[src/rtl/alu_seq.sv]
// Clocked ALU: single-cycle ADD/SUB/logic ops, multi-cycle shift-add MUL and restoring DIV.
// Define ALU_MULDIV_EN to build the MUL/DIV datapath; without it those opcodes just flag err.
module alu_seq #(
  parameter int WIDTH = 16
) (
  input  logic             clk,
  input  logic             rst,
  input  logic             start,
  input  logic [2:0]       op,
  input  logic [WIDTH-1:0] a,
  input  logic [WIDTH-1:0] b,
  output logic             busy,
  output logic             done,
  output logic [WIDTH-1:0] result,
  output logic [WIDTH-1:0] result_hi,
  output logic             carry,
  output logic             zero,
  output logic             err
);

  localparam logic [2:0] OP_ADD = 3'b000;
  localparam logic [2:0] OP_SUB = 3'b001;
  localparam logic [2:0] OP_AND = 3'b010;
  localparam logic [2:0] OP_OR  = 3'b011;
  localparam logic [2:0] OP_XOR = 3'b100;
  localparam logic [2:0] OP_NOT = 3'b101;
  localparam logic [2:0] OP_MUL = 3'b110;
  localparam logic [2:0] OP_DIV = 3'b111;

  // Ripple chain of full-adder cells; returns {carry_out, sum}.
  function automatic logic [WIDTH:0] ripple_add(input logic [WIDTH-1:0] x,
                                                input logic [WIDTH-1:0] y,
                                                input logic             cin);
    logic             c;
    logic [WIDTH-1:0] s;
    c = cin;
    for (int i = 0; i < WIDTH; i++) begin
      s[i] = x[i] ^ y[i] ^ c;
      c    = (x[i] & y[i]) | (c & (x[i] ^ y[i]));
    end
    return {c, s};
  endfunction

  logic [WIDTH:0]   add_sum;
  logic [WIDTH:0]   sub_sum;
  logic [WIDTH-1:0] single_res;
  logic [WIDTH-1:0] single_hi;
  logic             single_carry;
  logic             single_err;
  logic             accept_single;

  assign add_sum = ripple_add(a, b, 1'b0);
  assign sub_sum = ripple_add(a, ~b, 1'b1);

  always_comb begin
    single_res   = '0;
    single_hi    = '0;
    single_carry = 1'b0;
    single_err   = 1'b0;
    case (op)
      OP_ADD: begin
        single_res   = add_sum[WIDTH-1:0];
        single_carry = add_sum[WIDTH];
      end
      OP_SUB: begin
        // a + ~b + 1 carries out exactly when no borrow occurred
        single_res   = sub_sum[WIDTH-1:0];
        single_carry = ~sub_sum[WIDTH];
      end
      OP_AND:  single_res = a & b;
      OP_OR:   single_res = a | b;
      OP_XOR:  single_res = a ^ b;
      OP_NOT:  single_res = ~a;
      default: begin
`ifdef ALU_MULDIV_EN
        if (op == OP_DIV) begin
          single_res = '1;
          single_hi  = a;
          single_err = 1'b1;
        end
`else
        single_err = 1'b1;
`endif
      end
    endcase
  end

`ifdef ALU_MULDIV_EN
  localparam int CNT_W = $clog2(WIDTH + 1);
  localparam logic [0:0] IDLE = 1'b0;
  localparam logic [0:0] RUN  = 1'b1;

  logic [0:0]       state;
  logic [CNT_W-1:0] cnt;
  logic [WIDTH-1:0] hi;
  logic [WIDTH-1:0] lo;
  logic [WIDTH-1:0] opnd;
  logic             is_div;
  logic             accept_multi;
  logic             last_iter;
  logic [WIDTH:0]   mul_sum;
  logic [WIDTH:0]   div_shift;
  logic [WIDTH:0]   div_trial;
  logic [WIDTH-1:0] next_hi;
  logic [WIDTH-1:0] next_lo;

  assign busy          = (state == RUN);
  assign accept_multi  = start && !busy && ((op == OP_MUL) || ((op == OP_DIV) && (b != '0)));
  assign accept_single = start && !busy && !accept_multi;
  assign last_iter     = busy && (cnt == CNT_W'(1));

  // {hi,lo} is the shared MUL product / DIV remainder:quotient register pair
  assign mul_sum   = lo[0] ? ripple_add(hi, opnd, 1'b0) : {1'b0, hi};
  assign div_shift = {hi, lo[WIDTH-1]};
  assign div_trial = div_shift - {1'b0, opnd};

  always_comb begin
    next_hi = mul_sum[WIDTH:1];
    next_lo = {mul_sum[0], lo[WIDTH-1:1]};
    if (is_div) begin
      next_hi = div_trial[WIDTH] ? div_shift[WIDTH-1:0] : div_trial[WIDTH-1:0];
      next_lo = {lo[WIDTH-2:0], ~div_trial[WIDTH]};
    end
  end

  always_ff @(posedge clk or posedge rst) begin
    if (rst) begin
      state <= IDLE;
      cnt   <= '0;
    end else if (accept_multi) begin
      state <= RUN;
      cnt   <= CNT_W'(WIDTH);
    end else if (busy) begin
      cnt <= cnt - CNT_W'(1);
      if (last_iter) state <= IDLE;
    end
  end

  always_ff @(posedge clk) begin
    if (accept_multi) begin
      hi     <= '0;
      lo     <= a;
      opnd   <= b;
      is_div <= (op == OP_DIV);
    end else if (busy) begin
      hi <= next_hi;
      lo <= next_lo;
    end
  end
`else
  assign busy          = 1'b0;
  assign accept_single = start;
`endif

  // Output registers: loaded on single-cycle accept or on the final MUL/DIV iteration
  always_ff @(posedge clk or posedge rst) begin
    if (rst) begin
      done      <= 1'b0;
      result    <= '0;
      result_hi <= '0;
      carry     <= 1'b0;
      zero      <= 1'b0;
      err       <= 1'b0;
    end else begin
      done <= 1'b0;
      if (accept_single) begin
        result    <= single_res;
        result_hi <= single_hi;
        carry     <= single_carry;
        err       <= single_err;
        zero      <= (single_res == '0);
        done      <= 1'b1;
      end
`ifdef ALU_MULDIV_EN
      else if (last_iter) begin
        result    <= next_lo;
        result_hi <= next_hi;
        carry     <= 1'b0;
        err       <= 1'b0;
        zero      <= (next_lo == '0);
        done      <= 1'b1;
      end
`endif
    end
  end

endmodule

[config.mk]
export PLATFORM = sky130hd
export DESIGN_NAME = alu_seq
export DESIGN_NICKNAME = d
export VERILOG_FILES = /design/src/rtl/alu_seq.sv
export SDC_FILE = /design/constraint.sdc
export NUM_CORES = 1
export LEC_CHECK = 0
export BUFFER_PORTS_ARGS = -buffer_cell sky130_fd_sc_hd__buf_4
export CORE_MARGIN = 4
export CORE_UTILIZATION = 25
export CTS_CLUSTER_DIAMETER = 60
export DETAILED_ROUTE_END_ITERATION = 16
export GPL_ROUTABILITY_DRIVEN = 0
export GPL_TIMING_DRIVEN = 1
export SLEW_MARGIN = 20
export SYNTH_ARGS = -nofsm -noshare
export SYNTH_HDL_FRONTEND = slang
export SYNTH_SLANG_ARGS = --single-unit
export TNS_END_PERCENT = 5
[constraint.sdc]
create_clock -name clk -period 1.1 [get_ports clk]
set_input_delay 0.11 -clock clk [delete_from_list [all_inputs] [get_ports clk]]
set_output_delay 0.11 -clock clk [all_outputs]
set_load 0.005 [all_outputs]
==> qor.txt <==
final setup fails - 17
DIE AREA - 13400 um2
die height - 116 um
Die Width - 116 um
post-route cell area - 4320 um2
largest net degree at the start of global routing - 23
Root Buffer - clkbuf_16
Netlist Area Pre-Place - 2910 um2
Hold Startpoint - start
clk_lat worst skew - 250 ps
Max IR drop VDD - 0.856 mV
Crit. End Element - register
Fin Clk Skew - 0 ps
GRT Overall Usage - 13.4%
PortBufs - 57
Req. time, crit path - 1240 ps
sequential share of the synthesized area - 17.2%
max_slew headroom - 49.1%
Yosys top cell by area - fa_1
Initial Util - 25.4%
1st-pass router iterations - 6
power per cell area - 776 nW/um2
fin worst setup slack - -5140 ps
WP data arrival - 6380 ps
placed wire-length estimate - 7.35 mm
initial antenna violation count - 0
initial drt markers - 92
# rows - 39
worst min path class - input pin to register
Num CTS Buffers - 3
CTS max path bufs - 2
minimum clock period - 6240 ps
max-cap viol count - 0
core area - 11400 um2
CP startpoint kind - input pin
status - finished, violations left
Tightest Pin Transition - 762 ps
commonest non-fill, non-tap cell in the layout - buf_4
unrepaired setup endpoints after global routing - yes
fillers - 1174
DR vias/cell - 4.48
io pins - 75
drt wl/cell - 14.8 um
Met3 Routed Length - 305 um
vias in the first global route - 2844
grt ovf - 0
leakage - 2.13 nW
Distinct cells, synth - 47
CP Class - input pin to register
Slew Viols, Final - 0
achievable frequency - 160 MHz
Hold Vio Cnt, Final - 0
crit-path max FO - 3
most frequent cells in the layout - buf_4 (146), inv_1 (45), ha_1 (32)
Post-Syn Area per Cell - 9.22 um2
final period utilization - 568%
critical path launch point - a[0]
#FFs+latches synth - 20
Final nets - 556
Synthesis Warnings - 0
routed wl met2 - 4.40 mm
antenna-violating nets left - 0
Cell Area, Placed - 4120 um2
Synth top area share - 20.7%
DRT met1 WL - 4.02 mm
Syn Inst Count - 315
top post-synthesis cells by area - fa_1 (21%), dfrtp_1 (17%), ha_1 (14%)
R2R Path Start - result[7]
WL final - 8.81 mm
post-layout util - 37.8%
first-pass GRT wire length - 14.4 mm
failing checks - setup timing
Reg clk slew, reported paths - 50 ps
post-route DRC violation count - 0
clock sink total - 20
vias - 2672
fraction of layout cells with a size suffix above 1 - 45.7%
area delta synth->final - 48.7%
max layer used - met4
TritonCTS clock tree - done
ANT cells - 0
H-tree depth - 1
==> final cells by class <==
cell class	instances	area (um2)	area share [%]
tap	143	179	4.14
sequential	20	500	11.6
timing repair buffer	151	1160	26.9
multi-input combinational	230	2220	51.3
inverter	49	184	4.26
clock buffer	3	75.1	1.74
==> through the flow <==
stage	hold WS, ps	worst slack [ps]	setup TNS, ps	total power [mW]	cells
2_1_floorplan	73.8	-5160	-51330	1.72	331
3_3_place_gp	150	-5490	-58310	2.50	590
3_5_place_dp	160	-5570	-58910	2.53	590
4_1_cts	222	-5220	-52440	3.35	595
5_1_grt	237	-5350	-54960	3.61	596
6_report	214	-5140	-52080	3.35	596
==> power by group <==
part           total [mW]  switching, mW  internal, mW  leakage, nW
combinational        1.73          0.823         0.910         1.83
clock               0.739          0.259         0.479       0.0370
sequential          0.880         0.0564         0.824        0.256
==> registers in the layout, summed over array words and instances (netlist names) <==
register and count:
err 1, result 16, done 1, zero 1, carry 1
==> cell families after synthesis <==
group / Yosys count / synth area share [%]
AOI/OAI and AO/OA: 74 / 18.6
adders and majority gates: 63 / 34.9
buffers and inverters: 81 / 13.2
DFF: 20 / 17.2
muxes: 14 / 5.34
other: 1 / 0.129
and+or+nand+nor: 62 / 10.6
==> worst paths after layout <==
check,end,slack (ps),depth (start not counted)
setup reg to reg,result[7],270,2
max in group asynchronous,result[14],450,4
hold / removal,done,210,2
min in group asynchronous,result[10],440,4
setup / recovery,result[15],-5140,28
hold reg to reg,result[4],490,1
==> Yosys cell counts, drive strengths merged <==
master,number
inv,49
ha,33
fa,30
buf,27
dfrtp,20
nand2,19
nor2,14
o21ai,14
a21oi,13
mux2i,11
o2bb2ai,10
nor2b,8
nand2b,7
o22ai,7
clkbuf,5
o221ai,5
o211ai,4
or2,4
a211oi,3
a22oi,3
nand4,3
o21a,3
a21o,2
a31o,2
a32oi,2
mux2,2
nor3b,2
o2111ai,2
a2111oi,1
a221oi,1
a222oi,1
and2b,1
conb,1
mux4,1
nand3b,1
nor3,1
nor4,1
o32ai,1
or3,1
==> worst max-delay path, stage by stage <==
cell and delay (ps):
buf_4 120, inv_2 50, ha_1 130, inv_1 50, fa_2 330, fa_2 360
fa_2 350, fa_2 350, fa_2 350, fa_2 350, fa_2 340, fa_2 340
fa_2 340, fa_2 350, fa_2 340, inv_2 60, fa_1 160, inv_1 50
fa_2 330, fa_2 340, fa_1 440, o211ai_1 180, o21ai_1 90, nor2_1 130
buf_4 120, buf_4 90, buf_4 90, o2bb2ai_1 50
==> metal layers <==
| metal | vias up | GRT usage (%) |
|---|---|---|
| li1 | 1306 | - |
| met1 | 1292 | 17.9 |
| met2 | 64 | 23.9 |
| met3 | 10 | 1.31 |
| met4 | 0 | 2.17 |
| met5 | - | 0 |
==> what timing repair did <==
| action | CTS | global route |
|---|---|---|
| resized for setup | 18 | 10 |
| setup endpoints to repair | 18 | 18 |
| pin swaps | 11 | 4 |
| endpoints found under the hold margin | 20 | 0 |
| hold buffers | 1 | 0 |
| buffers inserted | 1 | 1 |
Power figures use the tool's default switching activity.
